**config.mk**
```make
export PLATFORM = sky130hd
export DESIGN_NAME = rtn_xbar_arb
export DESIGN_NICKNAME = d
export VERILOG_FILES = /design/src/rtl/rtn_xbar_arb.sv
export SDC_FILE = /design/constraint.sdc
export NUM_CORES = 1
export LEC_CHECK = 0
export CAP_MARGIN = 20
export CORE_MARGIN = 5
export CORE_UTILIZATION = 40
export DETAILED_ROUTE_END_ITERATION = 6
export PLACE_DENSITY = 0.61
export SLEW_MARGIN = 10
export SYNTH_ARGS = -nofsm -noshare
export SYNTH_HDL_FRONTEND = slang
export SYNTH_SLANG_ARGS = --single-unit
export TNS_END_PERCENT = 1
```
**constraint.sdc**
```tcl
create_clock -name clk -period 3.6 [get_ports clk]
set_clock_uncertainty 0.05 [all_clocks]
set_input_delay 0.72 -clock clk [delete_from_list [all_inputs] [get_ports clk]]
set_output_delay 0.72 -clock clk [all_outputs]
set_load 0.1 [all_outputs]
```
**src/rtl/rtn_xbar_arb.sv**
```systemverilog
`default_nettype none
// ============================================================================
// Module   : rtn_xbar_arb
// Purpose  : Per-channel round-robin arbiter and handshake sequencer for the
//            response-return crossbar (4 memory banks -> 3 upstream channels).
//            Each channel picks one requesting bank, holds that grant until
//            the channel accepts, then pops the bank. A head that targets the
//            illegal channel id 3 is drained immediately and flagged.
// Ports    : clk          - clock, all state on rising edge
//            rst          - synchronous reset, active-high
//            bank_vld     - bank b has a head response
//            bank_ch_id   - [2b+1:2b] destination channel of bank b head
//            bank_rdy     - pop pulse to bank b (head consumed this cycle)
//            ch_vld       - channel c response valid
//            ch_rdy       - channel c accepts
//            ch_bank_1hot - [4c+3:4c] one-hot granted bank for channel c
//            ch_bank_id   - [2c+1:2c] binary granted bank for channel c
//            err_bad_ch   - sticky illegal-channel-id flag
// Revision : 1.0 - initial release
// ============================================================================
module rtn_xbar_arb #(
  parameter int NB = 4,
  parameter int NC = 3
) (
  input  logic               clk,
  input  logic               rst,
  input  logic [NB-1:0]      bank_vld,
  input  logic [2*NB-1:0]    bank_ch_id,
  output logic [NB-1:0]      bank_rdy,
  output logic [NC-1:0]      ch_vld,
  input  logic [NC-1:0]      ch_rdy,
  output logic [NB*NC-1:0]   ch_bank_1hot,
  output logic [2*NC-1:0]    ch_bank_id,
  output logic               err_bad_ch
);

  localparam logic [0:0] S_IDLE = 1'b0;
  localparam logic [0:0] S_BUSY = 1'b1;

  // First set bit of req scanning start, start+1, ... (mod 4). The loop runs
  // from the farthest position inward so the nearest request overwrites.
  function automatic logic [3:0] rr_pick(input logic [3:0] req, input logic [1:0] start);
    logic [3:0] win;
    logic [1:0] idx;
    win = 4'b0000;
    for (int k = 3; k >= 0; k--) begin
      idx = start + 2'(k);
      if (req[idx]) win = 4'b0001 << idx;
    end
    return win;
  endfunction

  function automatic logic [1:0] enc4(input logic [3:0] oh);
    return {oh[3] | oh[2], oh[3] | oh[1]};
  endfunction

  logic [NB-1:0] drain;
  logic [NB-1:0] pop [NC];
  logic [NB-1:0] rdy_any;

  // Heads addressed to channel id 3 have no consumer; drop them on sight.
  always_comb begin
    drain = '0;
    for (int b = 0; b < NB; b++) begin
      drain[b] = bank_vld[b] & (bank_ch_id[2*b +: 2] == 2'd3);
    end
  end

  for (genvar c = 0; c < NC; c++) begin : g_ch
    logic [0:0] state;
    logic [3:0] grant;
    logic [1:0] rr;
    logic [3:0] req;
    logic [3:0] win_idle;
    logic [3:0] win_next;
    logic       hs;

    always_comb begin
      req = '0;
      for (int b = 0; b < NB; b++) begin
        req[b] = bank_vld[b] & (bank_ch_id[2*b +: 2] == 2'(c));
      end
    end

    // On a handshake the popped bank is masked: its next head only becomes
    // visible after the pop, so it cannot be re-granted in the same edge.
    assign win_idle = rr_pick(req, rr);
    assign win_next = rr_pick(req & ~grant, enc4(grant) + 2'd1);
    assign hs       = (state == S_BUSY) & ch_rdy[c];

    always_ff @(posedge clk) begin
      if (rst) begin
        state <= S_IDLE;
        grant <= 4'b0000;
        rr    <= 2'd0;
      end else begin
        case (state)
          S_IDLE: begin
            if (req != 4'b0000) begin
              grant <= win_idle;
              state <= S_BUSY;
            end else begin
              grant <= 4'b0000;
            end
          end
          S_BUSY: begin
            if (ch_rdy[c]) begin
              rr    <= enc4(grant) + 2'd1;
              grant <= win_next;
              state <= (win_next != 4'b0000) ? S_BUSY : S_IDLE;
            end
          end
          default: begin
            state <= S_IDLE;
            grant <= 4'b0000;
          end
        endcase
      end
    end

    assign ch_vld[c]              = (state == S_BUSY);
    assign ch_bank_1hot[4*c +: 4] = grant;
    assign ch_bank_id[2*c +: 2]   = enc4(grant);
    assign pop[c]                 = grant & {4{hs}};
  end

  // Suppressed during rst so an abandoned grant or a drain never pops a bank.
  always_comb begin
    rdy_any = drain;
    for (int c = 0; c < NC; c++) begin
      rdy_any = rdy_any | pop[c];
    end
    bank_rdy = rst ? '0 : rdy_any;
  end

  always_ff @(posedge clk) begin
    if (rst) begin
      err_bad_ch <= 1'b0;
    end else if (drain != '0) begin
      err_bad_ch <= 1'b1;
    end
  end

endmodule
`default_nettype wire
```
==> results of run 1 <==
cell usage after synthesis (4+ instances only):
cell type and count:
a31oi_1 7, a32oi_1 5, a311oi_1 11, nor3b_1 4, and3b_2 4, nand2_1 35, ha_1 48, a21oi_1 19
dfxtp_1 22, nor2_1 32, inv_1 20, a221oi_1 5, nand2b_1 6, nand4bb_1 4, clkbuf_1 14, nand3b_1 12
o21ai_0 9, a221o_1 5, nand3_1 24, and2_1 4, a211oi_1 7, buf_2 4, mux4_2 19, and3b_1 4
a41oi_1 6, nor2b_1 4
metal layers:
| layer | up-vias | GRT usage, % | wire length, µm |
|---|---|---|---|
| li1 | 1635 | - | - |
| met1 | 1585 | 25.1 | 4330 |
| met2 | 137 | 32.8 | 4770 |
| met3 | 15 | 1.35 | 575 |
| met4 | 0 | 6.56 | 208 |
| met5 | - | 0 | 0 |
worst min-delay path: cells and delay by family, from the launching register on:
family / cells / cell delay (ns)
flip-flops: 1 / 0.35
AND/OR/NAND/NOR: 2 / 0.12
where the power goes:
part	internal, mW	leakage, nW	switching [mW]
Combinational	0.434	1.37	0.902
Clock	0.0980	0.0288	0.0981
Sequential	0.287	0.181	0.102
Total	0.819	1.58	1.10
state kept, by name, indices dropped and copies added, names as in the netlist:
| register | cells |
|---|---|
| g_ch.rr | 6 |
| err_bad_ch | 1 |
| g_ch.state | 3 |
| g_ch.grant | 12 |
placed cells by master, fill, tap and decap left out, drive strengths merged, types with 4 or more instances in the layout:
master and n:
and2 4, clkbuf 4, a221o 5, a221oi 5, clkdlybuf4s50 20, inv 18, nor3b 4, or3b 7
nand2b 6, dfxtp 22, o21ai 9, nor2 32, nand4bb 4, a211oi 7, mux4 21, a41oi 6
nor2b 6, a31oi 7, nand3b 12, a32oi 5, a21oi 19, nand2 35, buf 36, nand3 24
ha 48, a311oi 11, and3b 8
area by class of cell:
cell class / instances / area [µm²]
Sequential cell: 22 / 444
Timing Repair Buffer: 56 / 520
Clock buffer: 4 / 55.1
Multi-Input combinational cell: 336 / 2820
Tap cell: 105 / 131
Inverter: 21 / 86.3
Fill cell: 782 / 4250
kinds of logic after synthesis:
logic type,after synthesis,share of synthesized area [%]
adder cells (fa/ha/maj),48,17.5
AND/OR/NAND/NOR,161,26.9
flip-flops,22,12.8
AO/OA/AOI/OAI,103,22.5
buffers and inverters,43,5.40
multiplexers,24,14.9
metrics by stage:
stage	cell area [µm²]	hold slack, ns
3_5_place_dp	4000	0.418
5_1_grt	4050	0.484
6_report	4050	0.440
3_3_place_gp	4000	0.405
4_1_cts	4050	0.443
2_1_floorplan	3450	0.477
worst paths after layout:
path / start / end / cells after the start / slack (ns)
min: err_bad_ch / err_bad_ch / 2 / 0.44
min reg2reg: err_bad_ch / err_bad_ch / 2 / 0.44
max: bank_ch_id[2] / g_ch[0].grant[2] / 7 / 0.37
max reg2reg: g_ch[0].grant[3] / g_ch[0].grant[3] / 8 / 0.49
==> flow_metrics.py, run 1 <==
metrics = {
    "timing": {
        "rsz0062_at_grt": "no",
        "slew_headroom_pct": 35.2,
        "finalCritPeriodShare_pct": 89.6,
        "layout_setup_ws_ns": 0.373,
        "maxClockFrequency_mhz": 310,
        "tightest_slew_ns": 0.970,
        "period_needed_ns": 3.23,
        "hold_violations": 0,
        "tns_ns": 0,
        "finalSetupViolations": 0,
        "maxSlewViolCount": 0,
    },
    "global_routing": {
        "first_global_vias": 3255,
        "grt_overflow": 0,
        "grt_max_degree": 19,
        "grt_pass1_wl_mm": 16.2,
        "grtUsageTotal_pct": 19.0,
        "antenna_found_initial": 0,
    },
    "yosys": {
        "synth_edf_count": 0,
        "synth_area_leader_cell": "ha_1",
        "ys.warnings.count": 0,
        "synth_seq_cells": 22,
        "synth_cell_types": 59,
        "async_flop_share_pct": 0,
        "synth.area.top_cells": "ha_1 17%, dfxtp_1 13%, mux4_2 12%",
        "synthFlopType": "dfxtp_1",
        "yosysSeqAreaShare_pct": 12.8,
        "syn_area_mm2": 0.00343,
        "synth_fp_nets": 466,
        "synth_top_area_share_pct": 17.5,
        "netlist_instances": 401,
        "syn_avg_cell_area_um2": 8.56,
    },
    "drt": {
        "drt_wl_total_mm": 9.88,
        "first_iter_violations": 307,
        "routed_via_density": 6.20,
        "wl_per_cell_um": 18.2,
        "drt_pass1_iterations": 5,
        "antenna_left": 0,
        "via_count": 3372,
        "drc": 0,
    },
    "clock_tree": {
        "cts_resized": 0,
        "tritoncts": "built",
        "post_cts_buffers": 0,
        "cts_hold_buffers": 0,
        "root_buffer": "clkbuf_8",
        "clockBufferDepth": 2,
        "numCtsBuffers": 3,
        "clk_pin_slew_ns": 0.10,
        "h-tree-depth": 1,
        "cts.sinks": 22,
        "clk_latency_ns": 0.28,
    },
    "cells_and_area": {
        "finish.utilization_pct": 48.8,
        "n_antenna_cell": 0,
        "drive_gt1_share_pct": 18.2,
        "layout.nets": 505,
        "area_delta_synth_final_pct": 18.1,
        "fin_cells": 544,
    },
    "setup_path": {
        "path_class": "input pin to flip-flop",
        "critPathMaxStageDelay_ns": 0.76,
        "crit_chain": "clkdlybuf4s50_1 > nor3b_1 > mux4_2 > nor2b_2 > a221oi_1 > or4_1 > a311oi_1",
        "cp_num_buf_inv": 1,
        "cp_max_fo": 7,
        "crit_slowest_cell": "nor3b_1",
        "crit_family": "simple AND/OR/NAND/NOR gates",
        "worstSetupStartpointType": "input pin",
        "cp.arrival_ns": 3.37,
        "end_kind": "flip-flop",
        "worst_ep_required_time_ns": 3.74,
    },
    "floorplan": {
        "boundaryPins": 43,
        "start_util_pct": 41.4,
        "dieArea_mm2": 0.0105,
        "core_area_mm2": 0.00830,
        "die_x_um": 103,
        "std_cell_rows": 33,
        "die_y_um": 103,
    },
    "place": {
        "hpwl_mm": 7.83,
        "io_buffers": 42,
        "dp_cells": 540,
        "place_ws_ns": 0.0880,
        "gp_congestion": 0.868,
    },
    "outcome": {
        "status": "finished, final reports clean",
    },
    "pwr": {
        "power.density_mw_per_mm2": 474,
        "leakage_nw": 1.58,
        "irDropWorstVdd_mv": 0.315,
        "power.total_mw": 1.92,
    },
    "min_path": {
        "hp-class": "flip-flop to flip-flop",
    },
    "job": {
        "drv_cap": 0,
    },
}
Note: power is estimated with default switching activity, not from simulation.
==> run 2, diff against run 1 <==
--- a/config.mk
+++ b/config.mk
@@ -11,4 +11,5 @@
 export DETAILED_ROUTE_END_ITERATION = 6
 export PLACE_DENSITY = 0.61
+export SETUP_SLACK_MARGIN = 0.05
 export SLEW_MARGIN = 10
 export SYNTH_ARGS = -nofsm -noshare
==> constraint.sdc (replaced) <==
create_clock -name clk -period 3.6 [get_ports clk]
set_clock_uncertainty 0.05 [all_clocks]
set_input_delay 0.36 -clock clk [delete_from_list [all_inputs] [get_ports clk]]
set_output_delay 0.36 -clock clk [all_outputs]
set_load 0.1 [all_outputs]
==> run 2 against run 1 <==
Compared with the run above: global-route usage decreased by 0.25 points; register-to-register slack improved by 0.06 ns; sequential cell count unchanged; utilization decreased by 0.87 points; combinational power about the same; maximum frequency increased by 5.7%; final cell count decreased by 1.7%; wire length decreased by 1.8%; clock power about the same; total power about the same; clock-buffer cell count unchanged.
==> flow_metrics.py, run 2 (synthesis gave the netlist of run 1 again) <==
metrics = {
    "timing": {
        "maxSlewViolCount": 0,
        "hold_violations": 0,
        "tightest_slew_ns": 0.986,
        "rsz0062_at_grt": "no",
        "finalCritPeriodShare_pct": 84.8,
        "layout_setup_ws_ns": 0.546,
        "slew_headroom_pct": 34.1,
        "finalSetupViolations": 0,
        "tns_ns": 0,
        "period_needed_ns": 3.05,
        "maxClockFrequency_mhz": 327,
    },
    "cells_and_area": {
        "layout_commonest_cell": "ha_1",
        "largest_reg_flops": 12,
        "layout.nets": 496,
        "drive_gt1_share_pct": 12.3,
        "design_area_mm2": 0.00398,
        "final_cell_mix": "48 x ha_1, 38 x clkdlybuf4s50_1, 35 x nand2_1, 30 x nor2_1, 24 x nand3_1",
        "n_antenna_cell": 0,
        "area_delta_synth_final_pct": 16.0,
        "fin_cells": 535,
        "largest_registers": "g_ch.grant (12), g_ch.rr (6), g_ch.state (3)",
        "top_register": "g_ch.grant",
    },
    "floorplan": {
        "dieArea_mm2": 0.0105,
        "die_x_um": 103,
        "start_util_pct": 41.4,
        "boundaryPins": 43,
        "std_cell_rows": 33,
        "die_y_um": 103,
        "core_area_mm2": 0.00830,
    },
    "setup_path": {
        "worstSetupStartpointType": "flip-flop",
        "cp_num_buf_inv": 1,
        "path_class": "flip-flop to flip-flop",
        "worst_ep_required_time_ns": 3.74,
        "cp.arrival_ns": 3.20,
        "crit_chain": "nor2_1 > inv_1 > ha_1 > mux4_2 > nor3_1 > a222oi_1 > a311oi_1",
        "crit_slowest_cell": "mux4_2",
        "cp_max_fo": 8,
        "crit_family": "simple AND/OR/NAND/NOR gates",
        "critPathMaxStageDelay_ns": 0.57,
        "end_kind": "flip-flop",
    },
    "clock_tree": {
        "tritoncts": "built",
        "numCtsBuffers": 3,
        "h-tree-depth": 1,
        "clk_latency_ns": 0.28,
        "root_buffer": "clkbuf_8",
        "cts_hold_buffers": 0,
        "cts.sinks": 22,
        "clk_pin_slew_ns": 0.10,
        "post_cts_buffers": 0,
        "cts_resized": 0,
        "clockBufferDepth": 2,
    },
    "global_routing": {
        "grt_max_degree": 27,
        "grt_pass1_wl_mm": 16.1,
        "antenna_found_initial": 0,
        "grtUsageTotal_pct": 18.8,
        "grt_overflow": 0,
        "first_global_vias": 3266,
    },
    "drt": {
        "routed_via_density": 6.26,
        "drt_wl_total_mm": 9.70,
        "first_iter_violations": 267,
        "drt_pass1_iterations": 5,
        "via_count": 3347,
        "antenna_left": 0,
        "wl_per_cell_um": 18.1,
        "drc": 0,
    },
    "place": {
        "place_ws_ns": 0.519,
        "hpwl_mm": 7.59,
        "gp_congestion": 0.856,
        "placed_cell_area_mm2": 0.00393,
        "dp_cells": 531,
        "io_buffers": 42,
    },
    "pwr": {
        "power_frac_seq_pct": 20.8,
        "p_clk_share_pct": 10.3,
        "leakage_nw": 1.49,
        "irDropWorstVdd_mv": 0.325,
        "p_int_mw": 0.819,
        "power.density_mw_per_mm2": 482,
        "pwr-share-comb_pct": 68.9,
        "switchingPower_mw": 1.10,
        "switching_share_pct": 57.3,
    },
    "min_path": {
        "hp-class": "flip-flop to flip-flop",
    },
    "job": {
        "drv_cap": 0,
    },
    "outcome": {
        "status": "finished, final reports clean",
    },
}
[run 2: cell types whose count changed in the layout (fill, tap and decap cells not counted), sizes merged]
cell / before / now
clkdlybuf4s50: 20 / 38
buf: 36 / 9
[run 2: per-stage QoR]
step | hold WS [ns] | util (%) | power [mW]
2_1_floorplan | 0.477 | - | 1.43
3_3_place_gp | 0.407 | 47.3 | 1.72
5_1_grt | 0.482 | 48.0 | 2.04
6_report | 0.429 | 48.0 | 1.92
3_5_place_dp | 0.411 | 47.3 | 1.72
4_1_cts | 0.434 | 48.0 | 1.92
[run 2: power by group through the flow]
stage	registers [mW]	clock network, mW	logic [mW]
CTS	0.398	0.198	1.32
global placement	0.406	0	1.32
global route	0.411	0.211	1.42
finish	0.399	0.197	1.32
detailed placement	0.404	0	1.32
floorplan	0.515	0	0.917
[run 2: worst paths after layout]
check	start	end	slack [ns]	cells past startpoint
max	g_ch[0].grant[2]	g_ch[0].grant[0]	0.55	7
min	err_bad_ch	err_bad_ch	0.43	2
max reg2reg	g_ch[0].grant[2]	g_ch[0].grant[0]	0.55	7
min reg2reg	err_bad_ch	err_bad_ch	0.43	2
[run 2: worst register-to-register path: stages (launching register included)]
cell	delay, ns
dfxtp_2	0.39
nor2_1	0.34
inv_1	0.19
ha_1	0.40
mux4_2	0.57
nor3_1	0.49
a222oi_1	0.24
a311oi_1	0.29
[run 2: area by class of cell]
class                   instances  area (µm²)
flip-flops and latches         22         444
multi-input cells             336        2820
fillers                       805        4320
inverters                      21        86.3
repair buffers                 47         448
clock buffers                   4        55.1
well taps                     105         131
[run 2: routing by layer]
metal,track usage (%),vias to the layer above,part of all wire (%)
met5,0,-,0
met4,8.07,0,2.9
met3,1.76,15,5.9
met2,31.6,125,47
met1,24.6,1593,44
li1,-,1614,-
==> run 3, diff against run 2 <==
Clock period 3.6 ns to 3.1 ns, I/O delays scaled along.
==> run 3 against run 2 <==
Compared with the run above: first-iteration DRC count shrank 21%; sequential power is 15% higher; hold slack better by 0.023 ns; sequential cell count is the same; clock power up 4%; via count grew 1.8%; sequential share of layout area is essentially flat; utilization increased by 2.1 points; combinational power up 23%; clock-buffer cell count unchanged; worst setup slack worse by 0.29 ns.
==> flow_metrics.py, run 3 (synthesis gave the netlist of run 1 again) <==
metrics = {
    "pwr": {
        "power.total_mw": 2.30,
        "leakage_nw": 1.59,
        "power.density_mw_per_mm2": 553,
        "irDropWorstVdd_mv": 0.293,
    },
    "place": {
        "io_buffers": 42,
        "hpwl_mm": 7.97,
        "gp_congestion": 0.855,
        "place_ws_ns": 0.103,
        "dp_cells": 543,
    },
    "timing": {
        "holdWs_ns": 0.452,
        "finalCritPeriodShare_pct": 91.8,
        "tightest_slew_ns": 0.979,
        "hold_violations": 0,
        "maxClockFrequency_mhz": 351,
        "slew_headroom_pct": 34.5,
        "finalSetupViolations": 0,
        "layout_setup_ws_ns": 0.254,
        "tns_ns": 0,
        "period_needed_ns": 2.85,
        "rsz0062_at_grt": "no",
        "maxSlewViolCount": 0,
    },
    "cells_and_area": {
        "largest_registers": "g_ch.grant (12), g_ch.rr (6), g_ch.state (3)",
        "largest_reg_flops": 12,
        "layout_commonest_cell": "ha_1",
        "final_cell_mix": "45 x ha_1, 37 x buf_4, 35 x nand2_1, 29 x nor2_1, 24 x nand3_1",
        "area_delta_synth_final_pct": 21.0,
        "layout.nets": 508,
        "fill_cells": 785,
        "drive_gt1_share_pct": 22.2,
        "fin_cells": 547,
        "top_register": "g_ch.grant",
        "n_antenna_cell": 0,
    },
    "clock_tree": {
        "post_cts_buffers": 0,
        "tritoncts": "built",
        "h-tree-depth": 1,
        "root_buffer": "clkbuf_8",
        "clk_latency_ns": 0.27,
        "clockBufferDepth": 2,
        "numCtsBuffers": 3,
        "cts.sinks": 22,
        "clk_pin_slew_ns": 0.10,
    },
    "floorplan": {
        "start_util_pct": 41.4,
        "core_area_mm2": 0.00830,
        "die_y_um": 103,
        "boundaryPins": 43,
        "std_cell_rows": 33,
        "dieArea_mm2": 0.0105,
        "die_x_um": 103,
    },
    "setup_path": {
        "worst_ep_required_time_ns": 3.23,
        "end_kind": "flip-flop",
        "cp_max_fo": 7,
        "path_class": "input pin to flip-flop",
        "worstSetupStartpointType": "input pin",
        "cp.arrival_ns": 2.98,
        "r2r_slack_ns": 0.37,
    },
    "global_routing": {
        "grt_max_degree": 19,
        "grtUsageTotal_pct": 19.3,
        "first_global_vias": 3209,
        "grt_overflow": 0,
        "antenna_found_initial": 0,
        "grt_pass1_wl_mm": 16.3,
    },
    "outcome": {
        "status": "finished, final reports clean",
    },
    "drt": {
        "antenna_left": 0,
        "first_iter_violations": 211,
        "drt_pass1_iterations": 5,
        "drt_wl_total_mm": 10.2,
        "wl_per_cell_um": 18.6,
        "via_count": 3407,
        "drc": 0,
        "routed_via_density": 6.23,
    },
    "min_path": {
        "hp-class": "flip-flop to flip-flop",
    },
    "job": {
        "drv_cap": 0,
    },
}
-- run 3: cell count changes in the layout (fill, tap and decap cells not counted), sizes merged --
cell	before	now
clkdlybuf4s50	38	18
buf	9	41
clkinvlp	2	3
inv	18	17
-- run 3: what timing repair did --
item,in CTS,in global routing
resized for setup,0,1
hold buffers,0,0
setup endpoints to repair,0,1
endpoints found under the hold margin,0,0
-- run 3: report_power, final --
| group | internal, mW | leakage, nW | switching, mW |
|---|---|---|---|
| logic | 0.554 | 1.38 | 1.08 |
| registers | 0.338 | 0.185 | 0.118 |
| clock network | 0.0921 | 0.0228 | 0.113 |
-- run 3: cell type report --
cell class,count,area (µm²),area share [%]
clock buffer,4,45.0,1.08
inverter,21,90.1,2.17
multi-input combinational,336,2880,69.4
sequential,22,464,11.2
tap,105,131,3.16
timing repair buffer,59,538,13.0
-- run 3: worst paths after layout --
kind,start,end,cells past startpoint
worst min-delay path,err_bad_ch,err_bad_ch,2
worst min register to register,err_bad_ch,err_bad_ch,2
worst max register to register,g_ch[0].grant[3],g_ch[0].grant[3],8
worst max-delay path,bank_ch_id[2],g_ch[0].grant[0],7
-- run 3: per-stage QoR --
step	util, %	area (µm²)
floorplan	-	3540
global placement	49.4	4100
detailed placement	49.4	4100
CTS	50.0	4150
global route	50.0	4150
finish	50.0	4150
-- run 3: critical path, cell delays in order --
cell and delay [ns]:
clkdlybuf4s50_1 0.49, nor3b_1 0.76, mux4_2 0.40, or3b_2 0.44
a31oi_1 0.21, o21ai_0 0.12, a311oi_1 0.24
-- run 3: per-layer routing --
metal  vias to the layer above  wire (µm)  global-route usage (%)
met3                        18        576                    2.57
met2                       126       4890                    32.6
met1                      1622       4430                    25.6
met4                         0        258                    6.26
met5                         -          0                       0
li1                       1641          -                       -
